**src/rtl/abs_diff_sad_pipe_if.sv**
```systemverilog
// Operand/result stream bundle for abs_diff_sad_pipe: one valid/ready input
// stream of (a, b, last, mode) beats and one valid/ready result stream.
interface abs_diff_sad_pipe_if #(
   parameter int WIDTH = 4,
   parameter int ACC_W = 12
);
   logic             in_valid;
   logic             in_ready;
   logic [WIDTH-1:0] in_a;
   logic [WIDTH-1:0] in_b;
   logic             in_last;
   logic             in_mode;
   logic             out_valid;
   logic             out_ready;
   logic [ACC_W-1:0] out_data;
   logic             out_last;
   logic             out_ovf;

   // Master is the operand source and result sink; slave is the arithmetic block.
   modport master (
      output in_valid, in_a, in_b, in_last, in_mode, out_ready,
      input  in_ready, out_valid, out_data, out_last, out_ovf
   );

   modport slave (
      input  in_valid, in_a, in_b, in_last, in_mode, out_ready,
      output in_ready, out_valid, out_data, out_last, out_ovf
   );
endinterface

```
**src/rtl/abs_diff_sad_pipe.sv**
```systemverilog
// Two-stage |a-b| pipeline: S1 holds the difference, S2 is the output register.
// Mode 0 emits every difference; mode 1 emits one saturating SAD per frame.
module abs_diff_sad_pipe #(
   parameter int WIDTH = 4,
   parameter int ACC_W = 12
) (
   input logic              clk,
   input logic              rst,
   abs_diff_sad_pipe_if.slave bus
);

   typedef enum logic {
      MODE_BEAT = 1'b0,
      MODE_SAD  = 1'b1
   } mode_e;

   localparam logic [ACC_W-1:0] ACC_MAX = '1;

   // Frame control
   logic              r_frame_start;
   mode_e             r_mode;

   // Stage 1
   logic              r_s1_valid;
   logic [WIDTH-1:0]  r_s1_d;
   logic              r_s1_last;
   mode_e             r_s1_mode;

   // Accumulator
   logic [ACC_W-1:0]  r_acc;
   logic              r_ovf;

   // Stage 2 (output register)
   logic              r_out_valid;
   logic [ACC_W-1:0]  r_out_data;
   logic              r_out_last;
   logic              r_out_ovf;

   logic              w_advance;
   logic              w_accept;
   mode_e             w_mode_eff;
   logic [WIDTH-1:0]  w_diff;
   logic [ACC_W:0]    w_sum;
   logic              w_sat;
   logic [ACC_W-1:0]  w_sum_clamped;

   // NOTE: in_ready depends only on registered state and out_ready, never on
   // in_valid, so upstream may legally wait for ready before raising valid.
   always_comb begin
      w_advance     = !r_out_valid || bus.out_ready;
      w_accept      = bus.in_valid && w_advance;
      w_mode_eff    = r_frame_start ? mode_e'(bus.in_mode) : r_mode;
      w_diff        = (bus.in_a >= bus.in_b) ? (bus.in_a - bus.in_b)
                                             : (bus.in_b - bus.in_a);
      w_sum         = {1'b0, r_acc} + (ACC_W+1)'(r_s1_d);
      w_sat         = w_sum[ACC_W];
      w_sum_clamped = w_sat ? ACC_MAX : w_sum[ACC_W-1:0];
   end

   assign bus.in_ready  = w_advance;
   assign bus.out_valid = r_out_valid;
   assign bus.out_data  = r_out_data;
   assign bus.out_last  = r_out_last;
   assign bus.out_ovf   = r_out_ovf;

   // NOTE: all state is updated with non-blocking assignments so every stage
   // samples the pre-edge values of the stage before it.
   always_ff @(posedge clk or posedge rst) begin
      if (rst) begin
         r_frame_start <= 1'b1;
         r_mode        <= MODE_BEAT;
         r_s1_valid    <= 1'b0;
         r_s1_d        <= '0;
         r_s1_last     <= 1'b0;
         r_s1_mode     <= MODE_BEAT;
         r_acc         <= '0;
         r_ovf         <= 1'b0;
         r_out_valid   <= 1'b0;
         r_out_data    <= '0;
         r_out_last    <= 1'b0;
         r_out_ovf     <= 1'b0;
      end else begin
         if (w_accept) begin
            r_frame_start <= bus.in_last;
            if (r_frame_start) r_mode <= mode_e'(bus.in_mode);
         end

         if (w_advance) begin
            r_s1_valid <= w_accept;
            if (w_accept) begin
               r_s1_d    <= w_diff;
               r_s1_last <= bus.in_last;
               r_s1_mode <= w_mode_eff;
            end

            // S2 empties unless the beat leaving S1 produces a result.
            r_out_valid <= 1'b0;
            if (r_s1_valid) begin
               if (r_s1_mode == MODE_BEAT) begin
                  r_out_valid <= 1'b1;
                  r_out_data  <= ACC_W'(r_s1_d);
                  r_out_last  <= r_s1_last;
                  r_out_ovf   <= 1'b0;
               end else if (r_s1_last) begin
                  r_out_valid <= 1'b1;
                  r_out_data  <= w_sum_clamped;
                  r_out_last  <= 1'b1;
                  r_out_ovf   <= r_ovf | w_sat;
                  r_acc       <= '0;
                  r_ovf       <= 1'b0;
               end else begin
                  r_acc <= w_sum_clamped;
                  r_ovf <= r_ovf | w_sat;
               end
            end
         end
      end
   end

endmodule

```
**src/flat_wrapper.sv**
```systemverilog
// flat-port wrapper written by rule: the top's interface ports become plain ports
module abs_diff_sad_pipe_flat 
#(
   parameter int WIDTH = 4,
   parameter int ACC_W = 12
)
  (clk, rst, bus_in_valid, bus_in_a, bus_in_b, bus_in_last, bus_in_mode, bus_out_ready, bus_in_ready, bus_out_valid, bus_out_data, bus_out_last, bus_out_ovf);
  abs_diff_sad_pipe_if #(.WIDTH(WIDTH), .ACC_W(ACC_W)) bus_i ();
  input logic clk;
  input logic rst;
  input wire logic [$bits(bus_i.in_valid)-1:0] bus_in_valid;
  input wire logic [$bits(bus_i.in_a)-1:0] bus_in_a;
  input wire logic [$bits(bus_i.in_b)-1:0] bus_in_b;
  input wire logic [$bits(bus_i.in_last)-1:0] bus_in_last;
  input wire logic [$bits(bus_i.in_mode)-1:0] bus_in_mode;
  input wire logic [$bits(bus_i.out_ready)-1:0] bus_out_ready;
  output wire logic [$bits(bus_i.in_ready)-1:0] bus_in_ready;
  output wire logic [$bits(bus_i.out_valid)-1:0] bus_out_valid;
  output wire logic [$bits(bus_i.out_data)-1:0] bus_out_data;
  output wire logic [$bits(bus_i.out_last)-1:0] bus_out_last;
  output wire logic [$bits(bus_i.out_ovf)-1:0] bus_out_ovf;
  assign bus_i.in_valid = bus_in_valid;
  assign bus_i.in_a = bus_in_a;
  assign bus_i.in_b = bus_in_b;
  assign bus_i.in_last = bus_in_last;
  assign bus_i.in_mode = bus_in_mode;
  assign bus_i.out_ready = bus_out_ready;
  assign bus_in_ready = bus_i.in_ready;
  assign bus_out_valid = bus_i.out_valid;
  assign bus_out_data = bus_i.out_data;
  assign bus_out_last = bus_i.out_last;
  assign bus_out_ovf = bus_i.out_ovf;
  abs_diff_sad_pipe #(.WIDTH(WIDTH), .ACC_W(ACC_W)) u_core (.clk(clk), .rst(rst), .bus(bus_i));
endmodule
```
**config.mk**
```make
export PLATFORM = sky130hd
export DESIGN_NAME = abs_diff_sad_pipe_flat
export DESIGN_NICKNAME = d
export VERILOG_FILES = /design/src/rtl/abs_diff_sad_pipe_if.sv /design/src/rtl/abs_diff_sad_pipe.sv /design/src/flat_wrapper.sv
export SDC_FILE = /design/constraint.sdc
export NUM_CORES = 1
export LEC_CHECK = 0
export CORE_MARGIN = 5
export CORE_UTILIZATION = 23
export DETAILED_ROUTE_END_ITERATION = 10
export SYNTH_ARGS = -nofsm -noshare
export SYNTH_HDL_FRONTEND = slang
export SYNTH_SLANG_ARGS = --single-unit
```
**constraint.sdc**
```tcl
create_clock -name clk -period 2.65 [get_ports clk]
set_input_delay 0.53 -clock clk [delete_from_list [all_inputs] [get_ports clk]]
set_output_delay 0.53 -clock clk [all_outputs]
set_load 0.01 [all_outputs]
```
# After elaboration in Yosys (flattened, before gate mapping)
# Cells that the tools add are included.
[op_classes]
addsub = 3
order_cmp = 1
eq_ne = 1
mux = 14
bitwise = 1
reduce_logical = 6
[ops]
columns = ["op", "n"]
rows = [
  ["2-to-1 mux 12 bit", 4],
  ["adder 12 x 4 -> 13 bit", 1],
  ["2-to-1 mux 1 bit", 9],
  ["subtractor 4 bit", 2],
  ["AND reduction 3 bit", 2],
  ["greater-or-equal comparator 4 bit", 1],
  ["2-to-1 mux 4 bit", 1],
  ["inequality test 2 x 1 -> 1 bit (second input constant)", 1],
  ["AND reduction 2 bit", 1],
  ["logical AND 1 bit", 1],
  ["zero test 1 bit", 1],
  ["logical OR 1 bit", 1],
  ["OR 1 bit", 1],
]
[word_totals]
ff_bits = 37
out_inout_bits = 16

# Logic depth before layout (Yosys ltp)
[logic_depth]
depth_word = 4
depth_mapped = 8

# Worst setup path before layout
# Ideal clock, no wire load.
[synth_timing]
kind = "flip-flop to flip-flop"
startpoint = "register u_core.r_acc[0]"
endpoint = "register u_core.r_acc[4]"
setup_ns = 0.121
arrival_ns = 2.123
required_time_ns = 2.529
path_slack_ns = 0.406
path_stages_with_launch = 8
path_buffers = 0
path_cell_list = "dfrtp_1 ha_1 fa_1 a21o_1 a21oi_1 or3_1 o21ai_0 a22o_1"
[synth_between]
elab_chain_len = 3
[synth_rtl]
columns = ["element", "line_no", "text"]
rows = [
  ["start, declared", "abs_diff_sad_pipe.sv:30", "logic [ACC_W-1:0] r_acc;"],
  ["start signal, assigned", "abs_diff_sad_pipe.sv:112", "r_acc <= w_sum_clamped;"],
  ["adder 12 x 4 -> 13 bit", "abs_diff_sad_pipe.sv:55", "w_sum = {1'b0, r_acc} + (ACC_W+1)'(r_s1_d);"],
  ["2-to-1 mux 12 bit", "abs_diff_sad_pipe.sv:57", "w_sum_clamped = w_sat ? ACC_MAX : w_sum[ACC_W-1:0];"],
  ["2-to-1 mux 12 bit", "abs_diff_sad_pipe.sv:104", "end else if (r_s1_last) begin"],
]
# No other way between the ends.
# A chain may end at the register's enable or synchronous reset.

# Final worst setup path
[layout_timing]
startpoint = "input port bus_in_a[0]"
endpoint = "register u_core.r_s1_d[2]"
[layout_between]
elab_chain_len = 2
word_cells_on_any_way = 4
[layout_rtl]
columns = ["element", "line_no", "text"]
rows = [
  ["start, declared", "flat_wrapper.sv:12", "input wire logic [$bits(bus_i.in_a)-1:0] bus_in_a;"],
  ["subtractor 4 bit, or another cell as far along", "abs_diff_sad_pipe.sv:54", ": (bus.in_b - bus.in_a);"],
  ["2-to-1 mux 4 bit (*)", "abs_diff_sad_pipe.sv:53", "w_diff = (bus.in_a >= bus.in_b) ? (bus.in_a - bus.in_b)"],
  ["end signal, assigned", "abs_diff_sad_pipe.sv:91", "r_s1_d <= w_diff;"],
  ["end, declared", "abs_diff_sad_pipe.sv:25", "logic [WIDTH-1:0] r_s1_d;"],
]
# Every way passes the cells marked *; elsewhere a longest branch is shown, timed or not.

==> impl_results.md <==
- Die ar.: 11200 um2
- Worst min path class: reg2reg
- Seq cells post-synth: 36
- Actual slew at the worst max-slew pin: 599 ps
- Mean Syn Cell Area: 9.10 um2
- Period minus WS final: 2440 ps
- Vias in the first global route: 1768
- Routed vias/inst: 4.74
- RSZ-0062 raised after global routing: false
- Commonest non-fill, non-tap cell in the layout: dfrtp_1
- Cell Area, Synth: 2110 um2
- Tot Pwr: 2.08 mW
- Initial DRT Pass Iterations: 4
- LEAKAGE: 1.19 nW
- DR WL/cell: 12.8 um
- Status: completed
- # rows: 35
- Syn. warnings: 0
- Maximum root-to-sink buffer count: 2
- Resize count post-CTS: 0
- Seq pwr share: 0.382
- Power share of the combinational group: 0.422
- Largest net degree at the start of global routing: 37
- Max-capacitance violation count: 0
- Crit share post-route: 0.922
- Total congestion overflow: 0
- Final Max Tran Viols: 0
- Final hold vios: 0
- Die width: 106 um
- Antenna violations before repair: 0
- Worst EP arrival: 2670 ps
- Chip Height: 106 um
- Relative slew slack: 0.600
- Worst-Skew Late Latency: 290 ps
- DR iter-0 viols: 68
- Hold Path Cell Cnt: 2
- # DRC: 0
- Final setup viols: 0
- Total Wirelength: 4900 um
- Fin nets: 298
- Pint: 1.27 mW
- Crit-path max FO: 4
- CP Capture Type: flip-flop
- Most frequent cells in the layout: 35 x dfrtp_1, 32 x o21ai_0, 31 x nand2_1, 29 x clkdlybuf4s50_1, 15 x nor2_1
- Number of CTS-inserted buffers: 5
- Count of cell types in the netlist: 45
- Net Sw Frac: 0.387
- CTS tree: done
- Peak supply drop: 0.000247 V
- Crit Path Category: in2reg
- Antenna cells: 0
- Clock power share: 0.196
- CP Data Required Time: 2880 ps
- Hold buffers post-CTS: 0
- I/O pins: 30
- Largest family of logic cells by synthesized area: compound AO/OA/AOI/OAI gates
- GRT Overall Usage: 0.0914
- H-tree level count: 2
- Core box area: 9110 um2
- Cell count of the worst reg-to-reg path: 8
- Clock sinks: 36
- Starting density of the core: 0.232
- Synth Area in Adders: 0.0937
- Post-synth EDFFs: 0
- First-pass GRT wire length: 8360 um
- Power Dens Cells: 777 nW/um2
- IO buf count: 29
- Fin Hold WS: 466 ps
- Clock root buffer: clkbuf_8
- Synth Area in Compound Gates: 0.217
- Xor/xnor cell area share of the yosys netlist: 0.0124
- P_sw: 0.803 mW
- Crit path launch type: input pin
- Routed vias: 1809
- Worst-path clk slew: 70 ps
- DP HPWL: 3620 um
- Mux cell area share after synthesis: 0.0202
- Share of layout cells above drive strength 1: 0.103
- Synth Flop Type: dfrtp_1
- Synthesized Nets: 260
- ANT nets after route: 0
- Ys async rst share: 1.00
- Area share of and/or/nand/nor cells after synthesis: 0.190
- Sequential area share after synthesis: 0.427
- Fmax: 409 MHz
- Area growth syn-to-layout: 26.7%
- Clock skew: 5.37 ps
- Synth Instances: 232
- Setup bufs post-CTS: 0
- Placer Congestion: 0.824
## cells by family (layout without fill, tap and decap cells)
group	after synthesis	in the layout
flops	36	36
fa+ha+maj	14	14
simple gates	80	80
mux	4	4
compound gates	74	74
buf+inv	21	60
xor+xnor	3	3
## state kept, by name, indices dropped and copies added (netlist names), named ones only
signal and cells:
u_core.bus.out_data 12, u_core.bus.out_last 1, u_core.bus.out_ovf 1, u_core.bus.out_valid 1, u_core.r_acc 12, u_core.r_frame_start 1, u_core.r_ovf 1, u_core.r_s1_d 4
u_core.r_s1_last 1, u_core.r_s1_valid 1
## synthesized netlist by cell type (all sizes together), types with 5 or more instances
master | number | area share
ha | 11 | 0.065
a22o | 6 | 0.025
nor3 | 9 | 0.024
o21ai | 32 | 0.076
dfrtp | 35 | 0.41
a21oi | 14 | 0.035
nand3 | 7 | 0.023
inv | 14 | 0.025
a31oi | 5 | 0.015
nor2 | 15 | 0.027
nand2 | 31 | 0.055
## worst max-delay path, cell delays in order
cell	delay (ps)
clkdlybuf4s50_1	480
inv_1	50
ha_1	210
fa_1	400
a31oi_1	360
nor2_1	130
or4_1	420
nand4_1	100
## metrics by stage
step / area, um2 / worst slack [ps] / util / std cells / TNS, ps
CTS: 2670 / 144 / 0.293 / 382 / 0
floorplan: 2110 / 406 / - / 232 / 0
finish: 2680 / 207 / 0.294 / 382 / 0
detailed placement: 2580 / -67.5 / 0.283 / 374 / -102
global placement: 2580 / 15.9 / 0.283 / 374 / 0
global route: 2680 / 57.0 / 0.294 / 382 / 0
## per-layer routing
layer  GRT usage  part of all wire
met1       0.119              0.47
met2       0.148              0.46
met4      0.0333             0.013
met5           0                 0
met3      0.0208             0.053
## power groups by stage
| stage | Sequential [mW] | Combinational, mW | Clock, mW |
|---|---|---|---|
| floorplan | 0.777 | 0.561 | 0 |
| CTS | 0.797 | 0.888 | 0.422 |
| detailed placement | 0.807 | 0.885 | 0 |
| global placement | 0.801 | 0.874 | 0 |
| global route | 0.822 | 0.990 | 0.445 |
| finish | 0.795 | 0.877 | 0.407 |
## final timing paths
check	startpoint	end	slack, ps
max in group asynchronous	rst	u_core.r_frame_start	1660
min reg2reg	u_core.r_frame_start	u_core.r_frame_start	470
min	u_core.r_frame_start	u_core.r_frame_start	470
max	bus_in_a[0]	u_core.r_s1_d[2]	210
min in group asynchronous	rst	u_core.r_s1_d[3]	640
max reg2reg	u_core.r_s1_d[0]	u_core.bus.out_data[5]	340
## layout make-up
class	instances	area (um2)
fill	974	6430
timing repair buffer	38	358
inverter	14	52.6
tap	111	139
multi-input combinational	175	1130
clock inverter	2	10.0
clock buffer	6	82.6
sequential	36	902
Power figures use the tool's default switching activity.
